<file path="src/rtl/rs_alu.sv">
// Reservation station for the integer ALU pipe: holds renamed micro-ops until both
// sources are ready, tracks two wakeup buses and issues the lowest-index ready op.
module rs_alu #(
    parameter int DEPTH    = 8,
    parameter int PTAG_W   = 7,
    parameter int ROB_SIZE = 16
) (
    input  logic                       clk,
    input  logic                       reset,
    input  logic                       disp_valid,
    output logic                       disp_ready,
    input  logic [PTAG_W-1:0]          disp_pd,
    input  logic [PTAG_W-1:0]          disp_ps1,
    input  logic [PTAG_W-1:0]          disp_ps2,
    input  logic                       disp_ps1_rdy,
    input  logic                       disp_ps2_rdy,
    input  logic [4:0]                 disp_rob_index,
    input  logic [6:0]                 disp_opcode,
    input  logic [2:0]                 disp_func3,
    input  logic [6:0]                 disp_func7,
    input  logic [31:0]                disp_imm,
    input  logic                       wk0_valid,
    input  logic [PTAG_W-1:0]          wk0_tag,
    input  logic                       wk1_valid,
    input  logic [PTAG_W-1:0]          wk1_tag,
    input  logic                       fu_ready,
    output logic                       issued,
    output logic [PTAG_W-1:0]          iss_pd,
    output logic [PTAG_W-1:0]          iss_ps1,
    output logic [PTAG_W-1:0]          iss_ps2,
    output logic [4:0]                 iss_rob_index,
    output logic [6:0]                 iss_opcode,
    output logic [2:0]                 iss_func3,
    output logic [6:0]                 iss_func7,
    output logic [31:0]                iss_imm,
    input  logic                       mispredict,
    input  logic [4:0]                 mispredict_tag,
    input  logic [4:0]                 rob_tail,
    output logic [$clog2(DEPTH):0]     occupancy
);
    localparam int IDX_W = $clog2(DEPTH);
    localparam int CNT_W = IDX_W + 1;

    logic [DEPTH-1:0]  r_valid;
    logic [DEPTH-1:0]  r_rdy1;
    logic [DEPTH-1:0]  r_rdy2;
    logic [PTAG_W-1:0] r_pd   [DEPTH];
    logic [PTAG_W-1:0] r_ps1  [DEPTH];
    logic [PTAG_W-1:0] r_ps2  [DEPTH];
    logic [4:0]        r_rob  [DEPTH];
    logic [6:0]        r_opc  [DEPTH];
    logic [2:0]        r_f3   [DEPTH];
    logic [6:0]        r_f7   [DEPTH];
    logic [31:0]       r_imm  [DEPTH];

    logic              w_free_found;
    logic [IDX_W-1:0]  w_free_idx;
    logic              w_sel_found;
    logic [IDX_W-1:0]  w_sel_idx;
    logic              w_disp_we;
    logic              w_issue;
    logic [CNT_W-1:0]  w_occ;

    // Tag 0 is hardwired ready; otherwise ready when either wakeup bus carries the tag.
    function automatic logic tag_ready(input logic [PTAG_W-1:0] tag,
                                       input logic v0, input logic [PTAG_W-1:0] t0,
                                       input logic v1, input logic [PTAG_W-1:0] t1);
        return (tag == '0) || (v0 && (t0 == tag)) || (v1 && (t1 == tag));
    endfunction

    // Younger-than-branch test on the circular ROB: offsets measured from branch+1.
    function automatic logic in_flush(input logic [4:0] rob, input logic [4:0] br,
                                      input logic [4:0] tail);
        int d_e;
        int d_t;
        d_e = (int'(rob)  - int'(br) - 1 + 2 * ROB_SIZE) % ROB_SIZE;
        d_t = (int'(tail) - int'(br) - 1 + 2 * ROB_SIZE) % ROB_SIZE;
        return d_e < d_t;
    endfunction

    always_comb begin
        w_free_found = 1'b0;
        w_free_idx   = '0;
        w_sel_found  = 1'b0;
        w_sel_idx    = '0;
        w_occ        = '0;
        for (int i = DEPTH - 1; i >= 0; i--) begin
            if (!r_valid[i]) begin
                w_free_found = 1'b1;
                w_free_idx   = IDX_W'(i);
            end
            if (r_valid[i] && r_rdy1[i] && r_rdy2[i]) begin
                w_sel_found = 1'b1;
                w_sel_idx   = IDX_W'(i);
            end
            w_occ = w_occ + CNT_W'(r_valid[i]);
        end
    end

    assign disp_ready = w_free_found;
    assign w_disp_we  = disp_valid && w_free_found && !mispredict;
    assign w_issue    = fu_ready && w_sel_found && !mispredict;
    assign occupancy  = w_occ;

    assign issued        = w_issue;
    assign iss_pd        = w_issue ? r_pd[w_sel_idx]  : '0;
    assign iss_ps1       = w_issue ? r_ps1[w_sel_idx] : '0;
    assign iss_ps2       = w_issue ? r_ps2[w_sel_idx] : '0;
    assign iss_rob_index = w_issue ? r_rob[w_sel_idx] : '0;
    assign iss_opcode    = w_issue ? r_opc[w_sel_idx] : '0;
    assign iss_func3     = w_issue ? r_f3[w_sel_idx]  : '0;
    assign iss_func7     = w_issue ? r_f7[w_sel_idx]  : '0;
    assign iss_imm       = w_issue ? r_imm[w_sel_idx] : '0;

    // Occupancy bits: dispatch target and issue/flush victims are always distinct entries.
    always_ff @(posedge clk) begin
        if (reset) begin
            r_valid <= '0;
        end else begin
            for (int i = 0; i < DEPTH; i++) begin
                if (mispredict && r_valid[i] && in_flush(r_rob[i], mispredict_tag, rob_tail))
                    r_valid[i] <= 1'b0;
            end
            if (w_issue)
                r_valid[w_sel_idx] <= 1'b0;
            if (w_disp_we)
                r_valid[w_free_idx] <= 1'b1;
        end
    end

    // Entry payload and readiness; contents of invalid entries are don't-care.
    always_ff @(posedge clk) begin
        for (int i = 0; i < DEPTH; i++) begin
            if (r_valid[i]) begin
                r_rdy1[i] <= r_rdy1[i] | tag_ready(r_ps1[i], wk0_valid, wk0_tag, wk1_valid, wk1_tag);
                r_rdy2[i] <= r_rdy2[i] | tag_ready(r_ps2[i], wk0_valid, wk0_tag, wk1_valid, wk1_tag);
            end
        end
        if (w_disp_we) begin
            r_pd[w_free_idx]   <= disp_pd;
            r_ps1[w_free_idx]  <= disp_ps1;
            r_ps2[w_free_idx]  <= disp_ps2;
            r_rob[w_free_idx]  <= disp_rob_index;
            r_opc[w_free_idx]  <= disp_opcode;
            r_f3[w_free_idx]   <= disp_func3;
            r_f7[w_free_idx]   <= disp_func7;
            r_imm[w_free_idx]  <= disp_imm;
            r_rdy1[w_free_idx] <= disp_ps1_rdy |
                                  tag_ready(disp_ps1, wk0_valid, wk0_tag, wk1_valid, wk1_tag);
            r_rdy2[w_free_idx] <= disp_ps2_rdy |
                                  tag_ready(disp_ps2, wk0_valid, wk0_tag, wk1_valid, wk1_tag);
        end
    end

endmodule

</file>
<file path="config.mk">
export PLATFORM = sky130hd
export DESIGN_NAME = rs_alu
export DESIGN_NICKNAME = d
export VERILOG_FILES = /design/src/rtl/rs_alu.sv
export SDC_FILE = /design/constraint.sdc
export NUM_CORES = 1
export LEC_CHECK = 0
export CORE_MARGIN = 2
export CORE_UTILIZATION = 25
export CTS_CLUSTER_DIAMETER = 30
export DETAILED_ROUTE_END_ITERATION = 10
export PLACE_DENSITY = 0.47
export SETUP_SLACK_MARGIN = 0.02
export SYNTH_ARGS = -nofsm -noshare
export SYNTH_HDL_FRONTEND = slang
export SYNTH_SLANG_ARGS = --single-unit
</file>
<file path="constraint.sdc">
create_clock -name clk -period 17.6 [get_ports clk]
set_input_delay 3.52 -clock clk [delete_from_list [all_inputs] [get_ports clk]]
set_output_delay 3.52 -clock clk [all_outputs]
set_load 0.02 [all_outputs]
</file>
==> results of run 1 <==
==> layout make-up <==
type,instances,area (µm²),share of cell area [%]
Clock inverter,101,1139,2.998
Clock buffer,163,3685,9.701
Multi-Input combinational cell,1483,10350,27.25
Timing Repair Buffer,227,2162,5.692
Antenna cell,2,5.005,0.01318
Tap cell,1536,1922,5.060
Inverter,58,222.7,0.5864
Sequential cell,624,18500,48.70
==> cell usage in the layout (no fill, tap or decap), drive strengths merged, types with 5 or more instances in the layout <==
cell type	count
clkdlybuf4s50	183
clkinv	62
nor3	23
xnor2	137
a21o	13
and3	13
nor4	46
ha	89
clkinvlp	20
a31oi	160
o221ai	153
xor2	152
clkbuf	163
a41oi	5
nor2b	17
edfxtp	600
nand2	184
buf	44
bufinv	14
nand2b	17
nor3b	5
mux2i	12
a21oi	107
o21ai	179
nand3	23
dfxtp	24
inv	63
fa	13
nor2	53
or4	5
nand4	45
==> registers in the layout (all words and copies together) (netlist names) <==
signal	count
r_rdy1	8
r_valid	8
r_rob	40
r_ps1	56
r_rdy2	8
r_opc	56
r_f3	24
r_pd	56
r_imm	256
r_f7	56
r_ps2	56
==> synthesized netlist by cell type, types with 45 or more instances <==
cell and number:
sky130_fd_sc_hd__a21oi_1 107, sky130_fd_sc_hd__a31oi_1 158, sky130_fd_sc_hd__buf_2 62, sky130_fd_sc_hd__clkbuf_1 86, sky130_fd_sc_hd__edfxtp_1 600, sky130_fd_sc_hd__ha_1 89
sky130_fd_sc_hd__inv_1 58, sky130_fd_sc_hd__nand2_1 184, sky130_fd_sc_hd__nand4_1 45, sky130_fd_sc_hd__nor2_1 53, sky130_fd_sc_hd__nor4_1 46, sky130_fd_sc_hd__o21ai_0 179
sky130_fd_sc_hd__o221ai_1 153, sky130_fd_sc_hd__xnor2_1 137, sky130_fd_sc_hd__xor2_1 152
==> critical path, cell delays in order <==
cell                              delay (ns)
sky130_fd_sc_hd__clkdlybuf4s50_1        0.62
sky130_fd_sc_hd__nor2b_1                0.49
sky130_fd_sc_hd__nand2_4                0.44
sky130_fd_sc_hd__buf_4                  0.44
sky130_fd_sc_hd__a21oi_1                0.27
sky130_fd_sc_hd__clkdlybuf4s50_1        0.65
==> report_power, final <==
group	switching [mW]	internal, mW	total, mW
combinational	0.178	0.107	0.285
sequential	0.0104	1.65	1.66
clock	0.871	1.72	2.59
total	1.06	3.48	4.54
==> how the worst min path moves through the flow <==
| stage | end | slack (ns) | cells after the start |
|---|---|---|---|
| after global placement | r_rdy2[1] | 0.47 | 1 |
| after floorplan | r_rdy1[1] | 0.45 | 1 |
| after CTS | r_rdy2[1] | 0.48 | 1 |
| after global routing | r_rdy2[1] | 0.50 | 1 |
| final | r_rdy2[1] | 0.49 | 1 |
| after detailed placement | r_rdy2[1] | 0.47 | 1 |
==> through the flow <==
stage | instance area (µm²) | power [mW]
6_report | 37980 | 4.540
5_1_grt | 37980 | 4.691
4_1_cts | 37980 | 4.589
3_5_place_dp | 33150 | 1.975
3_3_place_gp | 33150 | 1.969
2_1_floorplan | 29710 | 1.846
==> metal layers <==
layer	vias up	share of wire, %
met5	-	0.072
met4	12	3.8
met3	206	6.1
met2	878	47
met1	10890	43
li1	9466	-
==> logic make-up after synthesis <==
group / synth area share, %
mux: 0.4043
compound gates: 13.89
fa+ha+maj: 4.624
buf+inv: 3.146
flops: 62.26
xor+xnor: 8.519
simple gates: 7.159
==> metrics.cfg, run 1 <==
[clocking]
clkLatencyLatePin_ns = 0.73
max-clock-path-buffers = 3
clk_root_buffer_cell = sky130_fd_sc_hd__clkbuf_16
postCtsHoldBufs = 0
cts_resized = 0
post_cts.repair.setup_buffers = 0
cts.htree.levels = 4
numCtsBuffers = 143
cts_tree = done
cts_sinks = 624
clk_pin_slew_ns = 0.04

[critical_path]
critical_path.startpoint_type = input port
crit_path_end = iss_func7[0]
worstPathMaxFanout = 48
source_of_the_critical_timing_path = mispredict
worst_r2r_startpoint = r_valid[3]
timing.critical_path.required_ns = 14.08
reg2reg_setup_slack_ns = 13.73
ff2ff_path_depth = 6
critPathArrivalTime_ns = 6.47
crit-reg2reg-capture = r_pd[7][1]
critPathCaptureType = output port
path_type_of_the_worst_setup_path = input port to output port

[sta]
min_period_over_period_pct = 56.76
timing.final.crit_period_ns = 9.989
clock-skew-final_ns = 0.01592
worst_slew_margin_rel_pct = 19.55
rsz0062_at_grt = no
report.final.setup_viol = 0
timing.fmax_mhz = 100.1
final.hold.worst_slack_ns = 0.4896
max_slew.worst_pin.slew_ns = 1.207
fin_tns_setup_ns = 0
final.setup.worst_slack_ns = 7.611
final-hold-violation-count = 0
final_count_of_pins_violating_max_slew = 0

[cells_and_area]
finish.net_count = 2747
drive_gt1_share_pct = 11.11
finish.cell_count_without_fillers = 4194
area.growth.synth_to_final_pct = 27.84
utilization_pct = 32.21
layout.filler_cells = 11670

[grt]
grt_busiest_layer = met2
global_route.usage.total_pct = 16.83
grt_overflow_total = 0
grt.met2_usage_pct = 27.34
gr-usage-met1_pct = 21.58
first_pass_grt_wire_length_um = 150900
antenna_found_initial = 9
first_global_vias = 22110
grt_start_max_net_pins = 98
gr-usage-met3_pct = 3.412

[logic_synthesis]
synth_top_area_share_pct = 60.64
yosys_most_used_dff = sky130_fd_sc_hd__edfxtp_1
syn-num-nets = 2534
postSynthRegisterBits = 624
average_cell_area_after_synthesis_um2 = 12.78
postSynth.asyncResetShare_pct = 0
netlist-cell-type-count = 51
synthTopCellsByArea = sky130_fd_sc_hd__edfxtp_1, sky130_fd_sc_hd__o221ai_1, sky130_fd_sc_hd__xor2_1, sky130_fd_sc_hd__xnor2_1, sky130_fd_sc_hd__ha_1
number_of_enable_type_register_cells_in_the_synthesized_netlist = 600
syn_inst = 2324
synth_warnings = 0
synth_seq_area_share_pct = 62.26
synth.cell_area_mm2 = 0.02971
synth_area_leader_cell = sky130_fd_sc_hd__edfxtp_1

[status]
outcome = complete, no violations

[routing]
avgRoutedWirePerCell_um = 24.77
initialDrtViolationCount = 1522
drc_errors_left = 0
num_vias = 21460
wirelength_um = 103900
drt_pass1_iterations = 5
antenna_violation_net_count_after_detailed_routing = 0
per_cell_via_count_in_the_routed_design = 5.116

[floorplan]
die_height_um = 348.7
die_width_um = 348.7
boundaryPins = 189
initial_cell_density_of_the_core_pct = 25.20
fp.coreArea_mm2 = 0.1179
std_cell_rows = 126
design.die.area_mm2 = 0.1216

[placement]
numPortBuffers = 188
post-place-cells = 3928
placement.setup.worst_slack_ns = 7.598
place_congestion = 0.8709
post-dp-hpwl_um = 60870

[power_and_ir_drop]
power_leakage_nw = 12.38
power_density_mw_per_mm2 = 119.5
ir_worst_vdd_mv = 0.1018

[hold_path]
min-delay-path-class = flip-flop to flip-flop
worstHoldStart = r_rdy2[1]

[flow_run]
max_cap_violations = 0

Power figures use the tool's default switching activity.
==> run 2, diff against run 1 <==
- clock period: 17.6 -> 9.5 ns (I/O delays scaled with it)
==> run 2 against run 1 <==
Effect of this change: total power up 89%; sequential power up 86%; utilization up 0.13 points; die area unchanged.
==> metrics.cfg, run 2 (synthesis gave the netlist of run 1 again) <==
[status]
outcome = complete, no violations

[sta]
max_slew.worst_pin.slew_ns = 1.207  ; -0.00004596 ns
clock-skew-final_ns = 0.02760  ; +0.01168 ns
fin_tns_setup_ns = 0  ; unchanged
report.final.setup_viol = 0  ; unchanged
timing.final.crit_period_ns = 7.134
timing.fmax_mhz = 140.2
min_period_over_period_pct = 75.10
worst_slew_margin_rel_pct = 19.56  ; about the same
final_count_of_pins_violating_max_slew = 0  ; unchanged
rsz0062_at_grt = no
final-hold-violation-count = 0  ; unchanged

[clocking]
max-clock-path-buffers = 3  ; unchanged
post_cts.repair.setup_buffers = 0  ; unchanged
clkLatencyLatePin_ns = 0.74  ; about the same
cts_sinks = 624  ; unchanged
cts.htree.levels = 4  ; unchanged
clk_root_buffer_cell = sky130_fd_sc_hd__clkbuf_16
clk_pin_slew_ns = 0.04  ; about the same
cts_tree = done
numCtsBuffers = 144  ; +0.70%
postCtsHoldBufs = 0  ; unchanged
cts_resized = 0  ; unchanged

[cells_and_area]
finish.net_count = 2746  ; -0.036%
antennaDiodeCount = 0  ; -2
layout.cells.most_common = sky130_fd_sc_hd__edfxtp_1
area.growth.synth_to_final_pct = 28.35
number_of_flip_flops_under_the_largest_register_name = 256  ; unchanged
register_area_mm2 = 0.01850  ; unchanged
largest_register = r_imm
drive_gt1_share_pct = 11.09  ; -0.021 points
stdcell_area_mm2 = 0.03814  ; +0.40%
layout.filler_cells = 11630  ; -0.29%
layout_common_cells = sky130_fd_sc_hd__edfxtp_1, sky130_fd_sc_hd__clkdlybuf4s50_1, sky130_fd_sc_hd__nand2_1
multi_input_comb_area_mm2 = 0.01036  ; about the same

[floorplan]
design.die.area_mm2 = 0.1216  ; unchanged
boundaryPins = 189  ; unchanged
die_height_um = 348.7  ; unchanged
fp.coreArea_mm2 = 0.1179  ; unchanged
die_width_um = 348.7  ; unchanged
initial_cell_density_of_the_core_pct = 25.20  ; unchanged
std_cell_rows = 126  ; unchanged

[critical_path]
critical-path-top-delay-family = buffers and inverters
ff2ff_path_depth = 6  ; unchanged
path_type_of_the_worst_setup_path = flip-flop to output port
source_of_the_critical_timing_path = r_valid[5]
critPathArrivalTime_ns = 5.23  ; -1.24 ns
worst_r2r_startpoint = r_valid[3]
cpMostUsedCell = sky130_fd_sc_hd__buf_4
critPathBufInv = 3  ; unchanged
worst-path-stages = 8  ; +2
critPathCaptureType = output port
worst_path_max_delay_cell = sky130_fd_sc_hd__buf_4
timing.critical_path.required_ns = 7.60  ; -6.48 ns
crit_chain = nand3_1 > and2_4 > a31oi_4 > buf_4 > buf_4 > o221ai_1 > a21oi_1 > clkdlybuf4s50_1
critical_path.startpoint_type = flip-flop
worstPathMaxFanout = 81  ; +69%
cp_slowest_stage_delay_ns = 0.75  ; +0.10 ns

[routing]
drc_errors_left = 0  ; unchanged
num_vias = 21260  ; -0.91%
antenna_violation_net_count_after_detailed_routing = 0  ; unchanged
per_cell_via_count_in_the_routed_design = 5.076  ; -0.77%
wirelength_um = 102800  ; -1.1%
initialDrtViolationCount = 1662  ; +9.2%
avgRoutedWirePerCell_um = 24.55  ; -0.93%
drt_pass1_iterations = 5  ; unchanged

[power_and_ir_drop]
power_leakage_nw = 12.49  ; +0.83%
power_density_mw_per_mm2 = 225.3  ; +88%
ir_worst_vdd_mv = 0.1572  ; +54%

[grt]
grt_overflow_total = 0  ; unchanged
antenna_found_initial = 4  ; -5
global_route.usage.total_pct = 16.59  ; -0.25 points
first_global_vias = 21870  ; -1.1%
grt_start_max_net_pins = 110  ; +12%
first_pass_grt_wire_length_um = 148900  ; -1.3%

[hold_path]
worstHoldStart = r_rdy2[1]
hold_path_depth = 1  ; unchanged
min-delay-path-class = flip-flop to flip-flop

[placement]
place_congestion = 0.8869  ; +1.8%
post_place_instance_area_mm2 = 0.03315  ; about the same
post-dp-hpwl_um = 60780  ; -0.15%
numPortBuffers = 188  ; unchanged

[flow_run]
max_cap_violations = 0  ; unchanged

[run 2: area by class of cell]
cell class | count | share of cell area (%)
Sequential cell | 624 | 48.51
Multi-Input combinational cell | 1483 | 27.16
Clock buffer | 160 | 9.800
Timing Repair Buffer | 225 | 5.630
Tap cell | 1536 | 5.040
Clock inverter | 102 | 3.281
Inverter | 58 | 0.5840
[run 2: metal layers]
| layer | wire length, µm | track usage (%) |
|---|---|---|
| met2 | 48720 | 26.95 |
| met3 | 6201 | 3.635 |
| met5 | 51 | 0 |
| met4 | 3612 | 6.993 |
| met1 | 44210 | 21.28 |
[run 2: worst reg2reg max path, cell delays in order (launching register included)]
cell and delay (ns):
sky130_fd_sc_hd__dfxtp_1 0.61, sky130_fd_sc_hd__inv_1 0.21, sky130_fd_sc_hd__or3_1 0.46, sky130_fd_sc_hd__a211oi_1 0.32, sky130_fd_sc_hd__nand2_1 0.23, sky130_fd_sc_hd__clkinv_2 0.75
sky130_fd_sc_hd__buf_4 0.72
[run 2: report_power, final]
| part | internal, mW | total (mW) | switching (mW) |
|---|---|---|---|
| clock | 3.37 | 4.98 | 1.62 |
| combinational | 0.200 | 0.529 | 0.329 |
| sequential | 3.06 | 3.08 | 0.0185 |
[run 2: path summary, 6_finish.rpt]
path	endpoint	slack [ns]
setup reg to reg	r_imm[7][8]	5.82
hold reg to reg	r_rdy2[1]	0.48
setup / recovery	iss_opcode[6]	2.37
hold / removal	r_rdy2[1]	0.48
[run 2: per-stage QoR]
stage	total power, mW	hold slack (ns)	utilization [%]	worst slack, ns	cells
floorplan	3.420	0.4520	-	1.143	2324
global placement	3.648	0.4688	28.11	2.764	3926
detailed placement	3.660	0.4702	28.11	2.743	3926
CTS	8.686	0.4825	32.34	2.263	4188
global route	8.863	0.4919	32.34	1.954	4188
finish	8.593	0.4820	32.34	2.366	4188
==> run 3, diff against run 2 <==
- clock period: 9.5 -> 7.3 ns (I/O delays scaled with it)
==> run 3 against run 2 <==
Effect of this change: non-clock buffer count is 8 higher; via count decreased by 0.40%; critical path type unchanged; sequential power is 31% higher; highest routed layer unchanged; largest power group unchanged; critical endpoint unchanged; count of clock-buffer cells in the layout up 13.
==> metrics.cfg, run 3 (synthesis gave the netlist of run 1 again) <==
[cells_and_area]
number_of_flip_flops_under_the_largest_register_name = 256  ; unchanged
layout.cells.most_common = sky130_fd_sc_hd__edfxtp_1
utilization_pct = 32.44  ; +0.098 points
largest_register = r_imm
finish.net_count = 2752  ; +0.22%
area.growth.synth_to_final_pct = 28.74
drive_gt1_share_pct = 10.86  ; -0.23 points
layout_common_cells = sky130_fd_sc_hd__edfxtp_1, sky130_fd_sc_hd__clkdlybuf4s50_1, sky130_fd_sc_hd__nand2_1
layout.filler_cells = 11560  ; -0.61%

[floorplan]
initial_cell_density_of_the_core_pct = 25.20  ; unchanged
std_cell_rows = 126  ; unchanged
design.die.area_mm2 = 0.1216  ; unchanged
fp.coreArea_mm2 = 0.1179  ; unchanged
boundaryPins = 189  ; unchanged
die_width_um = 348.7  ; unchanged
die_height_um = 348.7  ; unchanged

[sta]
clock-skew-final_ns = 0.02579  ; -0.001812 ns
worst_slew_margin_rel_pct = 22.17  ; +2.6 points
final_count_of_pins_violating_max_slew = 0  ; unchanged
final-hold-violation-count = 0  ; unchanged
max_slew.worst_pin.slew_ns = 1.162  ; -0.04472 ns
final.setup.worst_slack_ns = 1.082  ; -1.283 ns
final.hold.worst_slack_ns = 0.4973  ; +0.01534 ns
min_period_over_period_pct = 85.17
report.final.setup_viol = 0  ; unchanged
timing.final.crit_period_ns = 6.218
rsz0062_at_grt = no
fin_tns_setup_ns = 0  ; unchanged
timing.fmax_mhz = 160.8

[critical_path]
critical_path.startpoint_type = flip-flop
worstPathMaxFanout = 54  ; -33%
reg2reg_setup_slack_ns = 3.80  ; -2.02 ns
critPathCaptureType = output port
path_type_of_the_worst_setup_path = flip-flop to output port
timing.critical_path.required_ns = 5.84  ; -1.76 ns
critPathArrivalTime_ns = 4.76  ; -0.47 ns

[routing]
num_vias = 21180  ; -0.40%
avgRoutedWirePerCell_um = 24.60  ; +0.23%
wirelength_um = 103100  ; +0.26%
drc_errors_left = 0  ; unchanged
antenna_violation_net_count_after_detailed_routing = 0  ; unchanged
initialDrtViolationCount = 1615  ; -2.8%
drt_pass1_iterations = 6  ; +1
per_cell_via_count_in_the_routed_design = 5.055  ; -0.42%

[placement]
place_congestion = 0.8640  ; -2.6%
numPortBuffers = 188  ; unchanged
post-dp-hpwl_um = 61390  ; +1.0%
placement.setup.worst_slack_ns = 1.352  ; -1.390 ns

[grt]
grt_start_max_net_pins = 152  ; +38%
first_pass_grt_wire_length_um = 149000  ; about the same
first_global_vias = 21820  ; -0.21%
global_route.usage.total_pct = 16.65  ; +0.062 points
antenna_found_initial = 8  ; +4
grt_overflow_total = 0  ; unchanged

[clocking]
cts_sinks = 624  ; unchanged
postCtsHoldBufs = 0  ; unchanged
clk_root_buffer_cell = sky130_fd_sc_hd__clkbuf_16
max-clock-path-buffers = 3  ; unchanged
cts_resized = 0  ; unchanged
clk_pin_slew_ns = 0.04  ; about the same
clkLatencyLatePin_ns = 0.73  ; about the same
numCtsBuffers = 142  ; -1.4%
cts_tree = done
post_cts.repair.setup_buffers = 0  ; unchanged
cts.htree.levels = 4  ; unchanged

[power_and_ir_drop]
power_density_mw_per_mm2 = 294.1  ; +31%
power_leakage_nw = 12.53  ; +0.36%
ir_worst_vdd_mv = 0.2071  ; +32%

[hold_path]
min-delay-path-class = flip-flop to flip-flop

[status]
outcome = complete, no violations

[flow_run]
max_cap_violations = 0  ; unchanged

==> run 3: where the power goes <==
part / switching, mW / total, mW / internal, mW
registers: 0.0334 / 4.02 / 3.99
logic: 0.416 / 0.677 / 0.261
clock network: 2.00 / 6.55 / 4.56
total: 2.45 / 11.3 / 8.80
==> run 3: stage by stage <==
| step | instances | cell area, µm² | power (mW) |
|---|---|---|---|
| 2_1_floorplan | 2324 | 29720 | 4.450 |
| 3_3_place_gp | 3934 | 33260 | 4.745 |
| 3_5_place_dp | 3934 | 33260 | 4.761 |
| 4_1_cts | 4188 | 38250 | 11.36 |
| 5_1_grt | 4188 | 38250 | 11.61 |
| 6_report | 4189 | 38250 | 11.25 |
==> run 3: path summary, 6_finish.rpt <==
| kind | to | start | depth (start not counted) |
|---|---|---|---|
| worst min-delay path | r_rdy2[1] | r_rdy2[1] | 1 |
| worst min register to register | r_rdy2[1] | r_rdy2[1] | 1 |
| worst max register to register | r_imm[7][13] | r_valid[3] | 6 |
| worst max-delay path | iss_opcode[6] | r_valid[3] | 8 |
==> run 3: area by class of cell <==
| cell class | instances | area, µm² | area share [%] |
|---|---|---|---|
| timing repair buffer | 233 | 2255 | 5.894 |
| tap | 1536 | 1922 | 5.024 |
| clock inverter | 81 | 1164 | 3.042 |
| inverter | 58 | 222.7 | 0.5823 |
| sequential | 624 | 18500 | 48.36 |
| antenna | 1 | 2.502 | 0.006542 |
| multi-input combinational | 1483 | 10360 | 27.09 |
| clock buffer | 173 | 3825 | 10.00 |
==> run 3: routing by layer <==
| metal | routed length (µm) | track usage, % | up-vias |
|---|---|---|---|
| li1 | - | - | 9459 |
| met1 | 45170 | 21.67 | 10750 |
| met2 | 49150 | 27.31 | 778 |
| met3 | 5989 | 3.524 | 183 |
| met4 | 2684 | 5.876 | 10 |
| met5 | 76 | 0 | - |
==> run 3: worst max-delay path, cell delays in order (launching register included) <==
cell and delay, ns:
sky130_fd_sc_hd__dfxtp_1 0.70, sky130_fd_sc_hd__nand3_1 0.27, sky130_fd_sc_hd__nand3b_1 0.32, sky130_fd_sc_hd__o211a_4 0.49, sky130_fd_sc_hd__buf_4 0.43, sky130_fd_sc_hd__a31oi_1 0.20
sky130_fd_sc_hd__o221ai_1 0.17, sky130_fd_sc_hd__a21oi_1 0.70, sky130_fd_sc_hd__clkdlybuf4s50_1 0.74
